### config.mk
export PLATFORM = sky130hd
export DESIGN_NAME = sr_latch_driver_flat
export DESIGN_NICKNAME = d
export VERILOG_FILES = /design/src/rtl/sr_latch_driver_if.sv /design/src/rtl/sr_latch_driver.sv /design/src/flat_wrapper.sv
export SDC_FILE = /design/constraint.sdc
export NUM_CORES = 1
export LEC_CHECK = 0
export ABC_AREA = 1
export CORE_UTILIZATION = 42
export CTS_BUF_LIST = sky130_fd_sc_hd__clkbuf_16
export CTS_CLUSTER_SIZE = 10
export DETAILED_ROUTE_END_ITERATION = 8
export PLACE_DENSITY = 0.7
export SETUP_SLACK_MARGIN = 0.4
export SLEW_MARGIN = 40
export SYNTH_ARGS = -nofsm -noshare
export SYNTH_HDL_FRONTEND = slang
export SYNTH_SLANG_ARGS = --single-unit
### constraint.sdc
create_clock -name clk -period 1.7 [get_ports clk]
set_clock_uncertainty 0.15 [all_clocks]
set_input_delay 0.17 -clock clk [delete_from_list [all_inputs] [get_ports clk]]
set_output_delay 0.17 -clock clk [all_outputs]
set_load 0.01 [all_outputs]
### src/rtl/sr_latch_driver_if.sv
// Command handshake and latch drive bundle between a command source and sr_latch_driver.
interface sr_latch_driver_if;
  logic       req_valid;
  logic [1:0] req_op;
  logic       req_ready;
  logic       s;
  logic       r;
  logic       en;
  logic       busy;
  logic       done;
  logic       err;
  logic       q_exp;

  modport master (
    output req_valid, req_op,
    input  req_ready, s, r, en, busy, done, err, q_exp
  );

  modport slave (
    input  req_valid, req_op,
    output req_ready, s, r, en, busy, done, err, q_exp
  );
endinterface

### src/rtl/sr_latch_driver.sv
// Turns set/clear commands into timed setup / enable-pulse / hold drive sequences for a gated SR latch.
module sr_latch_driver #(
  parameter int unsigned SETUP_CYC = 1,
  parameter int unsigned PULSE_CYC = 2,
  parameter int unsigned HOLD_CYC  = 1
) (
  input  logic               clk,
  input  logic               rst_n,
  sr_latch_driver_if.slave   bus
);

  localparam int unsigned MAX_SP  = (SETUP_CYC > PULSE_CYC) ? SETUP_CYC : PULSE_CYC;
  localparam int unsigned MAX_CYC = (MAX_SP > HOLD_CYC) ? MAX_SP : HOLD_CYC;
  localparam int unsigned CW      = $clog2(MAX_CYC + 1);

  typedef enum logic [1:0] {IDLE, SETUP, ENABLE, HOLD} state_t;

  state_t        state;
  logic [CW-1:0] cnt;
  logic          seq_op;

  assign seq_op = (bus.req_op == 2'b01) || (bus.req_op == 2'b10);

  always_ff @(posedge clk or negedge rst_n) begin
    if (!rst_n) begin
      state         <= IDLE;
      cnt           <= '0;
      bus.req_ready <= 1'b0;
      bus.s         <= 1'b0;
      bus.r         <= 1'b0;
      bus.en        <= 1'b0;
      bus.busy      <= 1'b0;
      bus.done      <= 1'b0;
      bus.err       <= 1'b0;
      bus.q_exp     <= 1'b0;
    end else begin
      bus.done <= 1'b0;
      bus.err  <= 1'b0;
      case (state)
        IDLE: begin
          bus.req_ready <= 1'b1;
          if (bus.req_valid && bus.req_ready) begin
            if (seq_op) begin
              state         <= SETUP;
              cnt           <= CW'(SETUP_CYC - 1);
              bus.s         <= (bus.req_op == 2'b01);
              bus.r         <= (bus.req_op == 2'b10);
              bus.busy      <= 1'b1;
              bus.req_ready <= 1'b0;
            end else if (bus.req_op == 2'b11) begin
              bus.err <= 1'b1;
            end
          end
        end
        SETUP: begin
          if (cnt == '0) begin
            state  <= ENABLE;
            cnt    <= CW'(PULSE_CYC - 1);
            bus.en <= 1'b1;
          end else begin
            cnt <= cnt - 1'b1;
          end
        end
        ENABLE: begin
          if (cnt == '0) begin
            state     <= HOLD;
            cnt       <= CW'(HOLD_CYC - 1);
            bus.q_exp <= bus.s;
            bus.en    <= 1'b0;
            bus.s     <= 1'b0;
            bus.r     <= 1'b0;
          end else begin
            cnt <= cnt - 1'b1;
          end
        end
        HOLD: begin
          if (cnt == '0) begin
            bus.done <= 1'b1;
            // A waiting set/clear is taken on the done edge itself so back-to-back
            // sequences have no idle gap; no-op/illegal ops wait for IDLE.
            if (bus.req_valid && seq_op) begin
              state    <= SETUP;
              cnt      <= CW'(SETUP_CYC - 1);
              bus.s    <= (bus.req_op == 2'b01);
              bus.r    <= (bus.req_op == 2'b10);
              bus.busy <= 1'b1;
            end else begin
              state         <= IDLE;
              bus.busy      <= 1'b0;
              bus.req_ready <= 1'b1;
            end
          end else begin
            cnt <= cnt - 1'b1;
          end
        end
        default: state <= IDLE;
      endcase
    end
  end

endmodule

### src/flat_wrapper.sv
// flat-port wrapper written by rule: the top's interface ports become plain ports
module sr_latch_driver_flat 
#(
  parameter int unsigned SETUP_CYC = 1,
  parameter int unsigned PULSE_CYC = 2,
  parameter int unsigned HOLD_CYC  = 1
)
  (clk, rst_n, bus_req_valid, bus_req_op, bus_req_ready, bus_s, bus_r, bus_en, bus_busy, bus_done, bus_err, bus_q_exp);
  sr_latch_driver_if bus_i ();
  input  logic clk;
  input  logic rst_n;
  input wire logic [$bits(bus_i.req_valid)-1:0] bus_req_valid;
  input wire logic [$bits(bus_i.req_op)-1:0] bus_req_op;
  output wire logic [$bits(bus_i.req_ready)-1:0] bus_req_ready;
  output wire logic [$bits(bus_i.s)-1:0] bus_s;
  output wire logic [$bits(bus_i.r)-1:0] bus_r;
  output wire logic [$bits(bus_i.en)-1:0] bus_en;
  output wire logic [$bits(bus_i.busy)-1:0] bus_busy;
  output wire logic [$bits(bus_i.done)-1:0] bus_done;
  output wire logic [$bits(bus_i.err)-1:0] bus_err;
  output wire logic [$bits(bus_i.q_exp)-1:0] bus_q_exp;
  assign bus_i.req_valid = bus_req_valid;
  assign bus_i.req_op = bus_req_op;
  assign bus_req_ready = bus_i.req_ready;
  assign bus_s = bus_i.s;
  assign bus_r = bus_i.r;
  assign bus_en = bus_i.en;
  assign bus_busy = bus_i.busy;
  assign bus_done = bus_i.done;
  assign bus_err = bus_i.err;
  assign bus_q_exp = bus_i.q_exp;
  sr_latch_driver #(.SETUP_CYC(SETUP_CYC), .PULSE_CYC(PULSE_CYC), .HOLD_CYC(HOLD_CYC)) u_core (.clk(clk), .rst_n(rst_n), .bus(bus_i));
endmodule
; Word level (Yosys, flattened, before mapping)
; Cells that the tools add are included.
[word_totals]
output_inout_bits = 8
in_bits = 5
wordCells = 83
reg_bits = 12
[op_classes]
n_eq_ne = 14
muxes = 43
addsub = 1
n_reduce_logical = 15
[ops]
columns = op, count
row1 = 1-bit two-way mux, 25
row2 = 2-bit two-way mux, 11
row3 = 2-bit case mux with 4 select lines, 2
row4 = 2-bit by 1-bit != test with 1-bit output (second input constant), 6
row5 = 3-bit AND reduction, 3
row6 = 2-bit == test (second input constant), 4
row7 = 1-bit case mux with 2 select lines, 3
row8 = 1-bit case mux with 3 select lines, 2
row9 = 6-bit AND reduction, 1
row10 = 5-bit AND reduction, 1
row11 = 2-bit by 1-bit == test with 1-bit output (second input constant), 2
row12 = 2-bit logical NOT, 2
row13 = 4-bit AND reduction, 1
row14 = 2-bit nonzero test, 2
row15 = 3-bit != test (second input constant), 1
row16 = 3-bit nonzero test, 1
row17 = 1-bit logical AND, 2
row18 = 2-bit != test (second input constant), 1
row19 = 2-bit AND reduction, 1
row20 = 2-bit by 1-bit subtractor with 2-bit output (second input constant), 1
row21 = 1-bit logical OR, 1

; Logic depth before layout (Yosys ltp)
[depth]
ltp_word = 6
mapped_depth = 8
ltp_nobuf = 8

; Least setup slack after synthesis
; Ideal clock, no wire load.
[synth_timing]
path_kind = register -> register
start = reg u_core.state[0]
end = reg u_core.bus.s
setup_ps = 117
path_stages_with_launch = 9
t_required_ps = 1433
synth_period_minus_slack_ps = 1499
n_path_buf = 0
t_arrival_ps = 1232
path_slack_ps = 201
cell_sequence = dfrtp_1 > inv_1 > ha_1 > nor2_4 > nor2_4 > nor2_8 > nand2_2 > nand2_1 > nand2_1
[synth_via]
elab_chain_len = 3
elab_cells_between_ends = 11
cone_classes = eq/ne (7) / mux (1) / reduce/logical (3)
[synth_rtl]
columns = element, line
row1 = start: declaration, sr_latch_driver.sv:18  ; state_t state;
row2 = start signal: assignment, sr_latch_driver.sv:26  ; state <= IDLE;
row3 = start signal: assignment, sr_latch_driver.sv:44  ; state <= SETUP;
row4 = start signal: assignment, sr_latch_driver.sv:57  ; state <= ENABLE;
row5 = 2-bit == test / 2-bit logical NOT (equally long branches), sr_latch_driver.sv:39  ; case (state)
row6 = 2-bit by 1-bit != test with 1-bit output (no line) / 3-bit nonzero test (equally long branches), n/a
row7 = 6-bit AND reduction (no line), n/a
row8 = end signal: assignment, sr_latch_driver.sv:46  ; bus.s <= (bus.req_op == 2'b01);
row9 = end signal: assignment, sr_latch_driver.sv:84  ; bus.s <= (bus.req_op == 2'b01);
row10 = end: declaration, sr_latch_driver_if.sv:21  ; output req_ready, s, r, en, busy, done, err, q_exp
; Parallel ways exist; a longest one is shown, timed or not.
; A chain may end at the register's enable or synchronous reset.

; Final worst setup path
; Ends and elaborated chain as after synthesis.

==> impl_metrics.env <==
export IMPL_dr_first_iter_drc_count=14
export IMPL_grt_setup_unrepaired="yes"
export IMPL_cts_tree="yes"
export IMPL_cts_root_buf="sky130_fd_sc_hd__clkbuf_16"
export IMPL_maximum_level_of_the_cts_h_tree=1
export IMPL_numClockSinks=12
export IMPL_hold_path_class="primary input to asynchronous set/reset pin"
export IMPL_overflow=0
export IMPL_floorplan_initialDensity=0.460
export IMPL_fp_dieW_um=46.0
export IMPL_cellPowerDensity_nw_per_um2=1970
export IMPL_number_of_top_level_design_ports=13
export IMPL_largest_family_of_logic_cells_by_synthesized_area="simple AND/OR/NAND/NOR gates"
export IMPL_most_common_cell_after_layout_fill_and_taps_aside="sky130_fd_sc_hd__nand2_1"
export IMPL_synth_xor_area_share=0
export IMPL_antennaDiodeCount=0
export IMPL_synth_cell_area_sq_um=812
export IMPL_cp_arrival_ps=1530
export IMPL_post_dp_cell_area_sq_um=1020
export IMPL_area_delta_synth_final_pct=50.5
export IMPL_viasPerCell=4.82
export IMPL_yosys_cell_types_count=18
export IMPL_design_area_sq_um=1220
export IMPL_route_detailed_wl_per_inst_um=12.8
export IMPL_placed_cells_incl_taps=141
export IMPL_grt_first_pass_wirelength_um=3010
export IMPL_final_cell_mix="sky130_fd_sc_hd__nand2_1, sky130_fd_sc_hd__inv_1, sky130_fd_sc_hd__buf_4, sky130_fd_sc_hd__dfrtp_1, sky130_fd_sc_hd__dlygate4sd2_1"
export IMPL_end_kind="flip-flop"
export IMPL_yosys_mux_area_fraction=0
export IMPL_worst_setup_hold_path_clk_slew_ps=50
export IMPL_gp_congestion=0.834
export IMPL_vertical_die_dimension_um=46.0
export IMPL_die_area_sq_um=2110
export IMPL_finalSetupViolations=0
export IMPL_pins_over_their_slew_limit=0
export IMPL_drt_pre_antenna_iters=4
export IMPL_layout_net_count=143
export IMPL_vias=732
export IMPL_crit_path_start_kind="flip-flop"
export IMPL_syn_instance_count=101
export IMPL_clock_latency_reported_for_the_late_side_of_the_worst_skew_pair_ps=240
export IMPL_leakagePower_nw=0.624
export IMPL_ffs_latches_synth=12
export IMPL_drc=0
export IMPL_core_area_sq_um=1760
export IMPL_finalCritPeriodShare=0.910
export IMPL_drt_total_wl_um=1940
export IMPL_max_clock_path_buffers=2
export IMPL_post_dp_hpwl_um=1180
export IMPL_grt_max_degree=13
export IMPL_layout_min_cycle_time_ps=1550
export IMPL_layout_cells_non_filler=152
export IMPL_critPathMaxFanout=7
export IMPL_worst_pin_slew_ps=551
export IMPL_grt_total_usage=0.210
export IMPL_post_synth_and_or_nand_nor_area_fraction=0.342
export IMPL_synth_compound_area_frac=0.0508
export IMPL_ys_seq_area_frac=0.370
export IMPL_cap_viol_max_count=0
export IMPL_grt_pass1_vias=675
export IMPL_hold_violations=0
export IMPL_layout_drive_gt1_share=0.362
export IMPL_max_slew_margin_rel=0.632
export IMPL_total_power_w=0.00240
export IMPL_worst_ir_drop_vdd_uv=1060
export IMPL_numCtsBuffers=3
export IMPL_area_share_of_fa_ha_maj_cells_after_synthesis=0.154
export IMPL_place_port_buffers=12
export IMPL_timing_fmax_ghz=0.647
export IMPL_run_status="complete, no violations"
export IMPL_ant_nets=0
export IMPL_mappedNetlistNets=116
export IMPL_floorplan_rows=15
export IMPL_timing_critical_path_required_ps=1680
export IMPL_synth_warning_count=0
export IMPL_antenna_found_initial=0
export IMPL_critPathKind="flip-flop to flip-flop"
export IMPL_post_synthesis_average_cell_area_sq_um=8.04
export IMPL_setup_tns_final_ps=0
-- cells by family (layout without fill, tap and decap cells) --
kind of cell             count (synthesis)  count (layout)
buffers and inverters                   17              43
adder cells (fa/ha/maj)                 10              10
AO/OA/AOI/OAI                            7               7
flip-flops                              12              12
AND/OR/NAND/NOR                         55              55
-- power by group --
part	switching (W)	internal [W]
Combinational	0.000781	0.000643
Clock	0.000126	0.000310
Sequential	0.000138	0.000406
-- state kept, by name (all words and copies together) (netlist names) --
| signal | cells |
|---|---|
| u_core.bus.en | 1 |
| u_core.bus.q_exp | 1 |
| u_core.bus.err | 1 |
| u_core.bus.r | 1 |
| u_core.bus.req_ready | 1 |
| u_core.state | 2 |
| u_core.bus.s | 1 |
| u_core.bus.done | 1 |
| u_core.bus.busy | 1 |
| u_core.cnt | 2 |
-- metrics by stage --
stage / util / worst slack [ps] / hold slack, ps
2_1_floorplan: - / 296 / -276
3_3_place_gp: 0.577 / -118 / 303
3_5_place_dp: 0.577 / -147 / 315
4_1_cts: 0.672 / 224 / 158
5_1_grt: 0.693 / 113 / 177
6_report: 0.693 / 154 / 137
-- synthesized netlist by cell type, drive strengths merged --
library cell	n	area, sq um
a21oi	3	15.0
buf	1	7.51
dfrtp	12	300
ha	10	125
inv	16	60.1
nand2	32	128
nand3	8	40.0
nand3b	1	7.51
nand4	2	12.5
nor2	10	76.3
nor3b	1	7.51
o211ai	1	7.51
o21ai	3	18.8
or2	1	6.26
-- what timing repair did --
item | in CTS | in global routing
buffers inserted | 4 | 3
resized for setup | 27 | 6
pin swaps | 2 | 5
hold buffers | 0 | 0
setup endpoints to repair | 18 | 12
-- critical path, cell delays in order (launching register included) --
cell and delay, ps:
sky130_fd_sc_hd__dfrtp_2 480, sky130_fd_sc_hd__inv_4 80, sky130_fd_sc_hd__ha_4 190, sky130_fd_sc_hd__nor2_4 110
sky130_fd_sc_hd__nor2_4 60, sky130_fd_sc_hd__nor2_8 150, sky130_fd_sc_hd__nand2_2 80, sky130_fd_sc_hd__nand2_1 80
sky130_fd_sc_hd__nand2_1 60
-- routing by layer --
layer	vias to the layer above	share of wire	track usage
met1	346	0.44	0.264
li1	368	-	-
met2	14	0.51	0.310
met4	0	0.015	0.141
met3	4	0.037	0.0556
met5	-	0	0
-- final timing paths --
kind,from,slack [ps],end,depth (start not counted)
max in group asynchronous,rst_n,860,u_core.state[1],1
worst min-delay path,rst_n,140,u_core.bus.err,1
min in group clk,u_core.bus.busy,310,u_core.bus.busy,2
worst min register to register,u_core.bus.busy,310,u_core.bus.busy,2
worst max-delay path,u_core.state[0],150,u_core.bus.s,8
worst max register to register,u_core.state[0],150,u_core.bus.s,8
-- layout make-up --
class                      count  area, sq um
tap                           25         31.3
inverter                      16         67.6
clock buffer                   3         75.1
clock inverter                 1         3.75
sequential                    12          303
multi-input combinational     72          547
timing repair buffer          23          195
fill                         149          542
(Power assumes the default switching activity.)
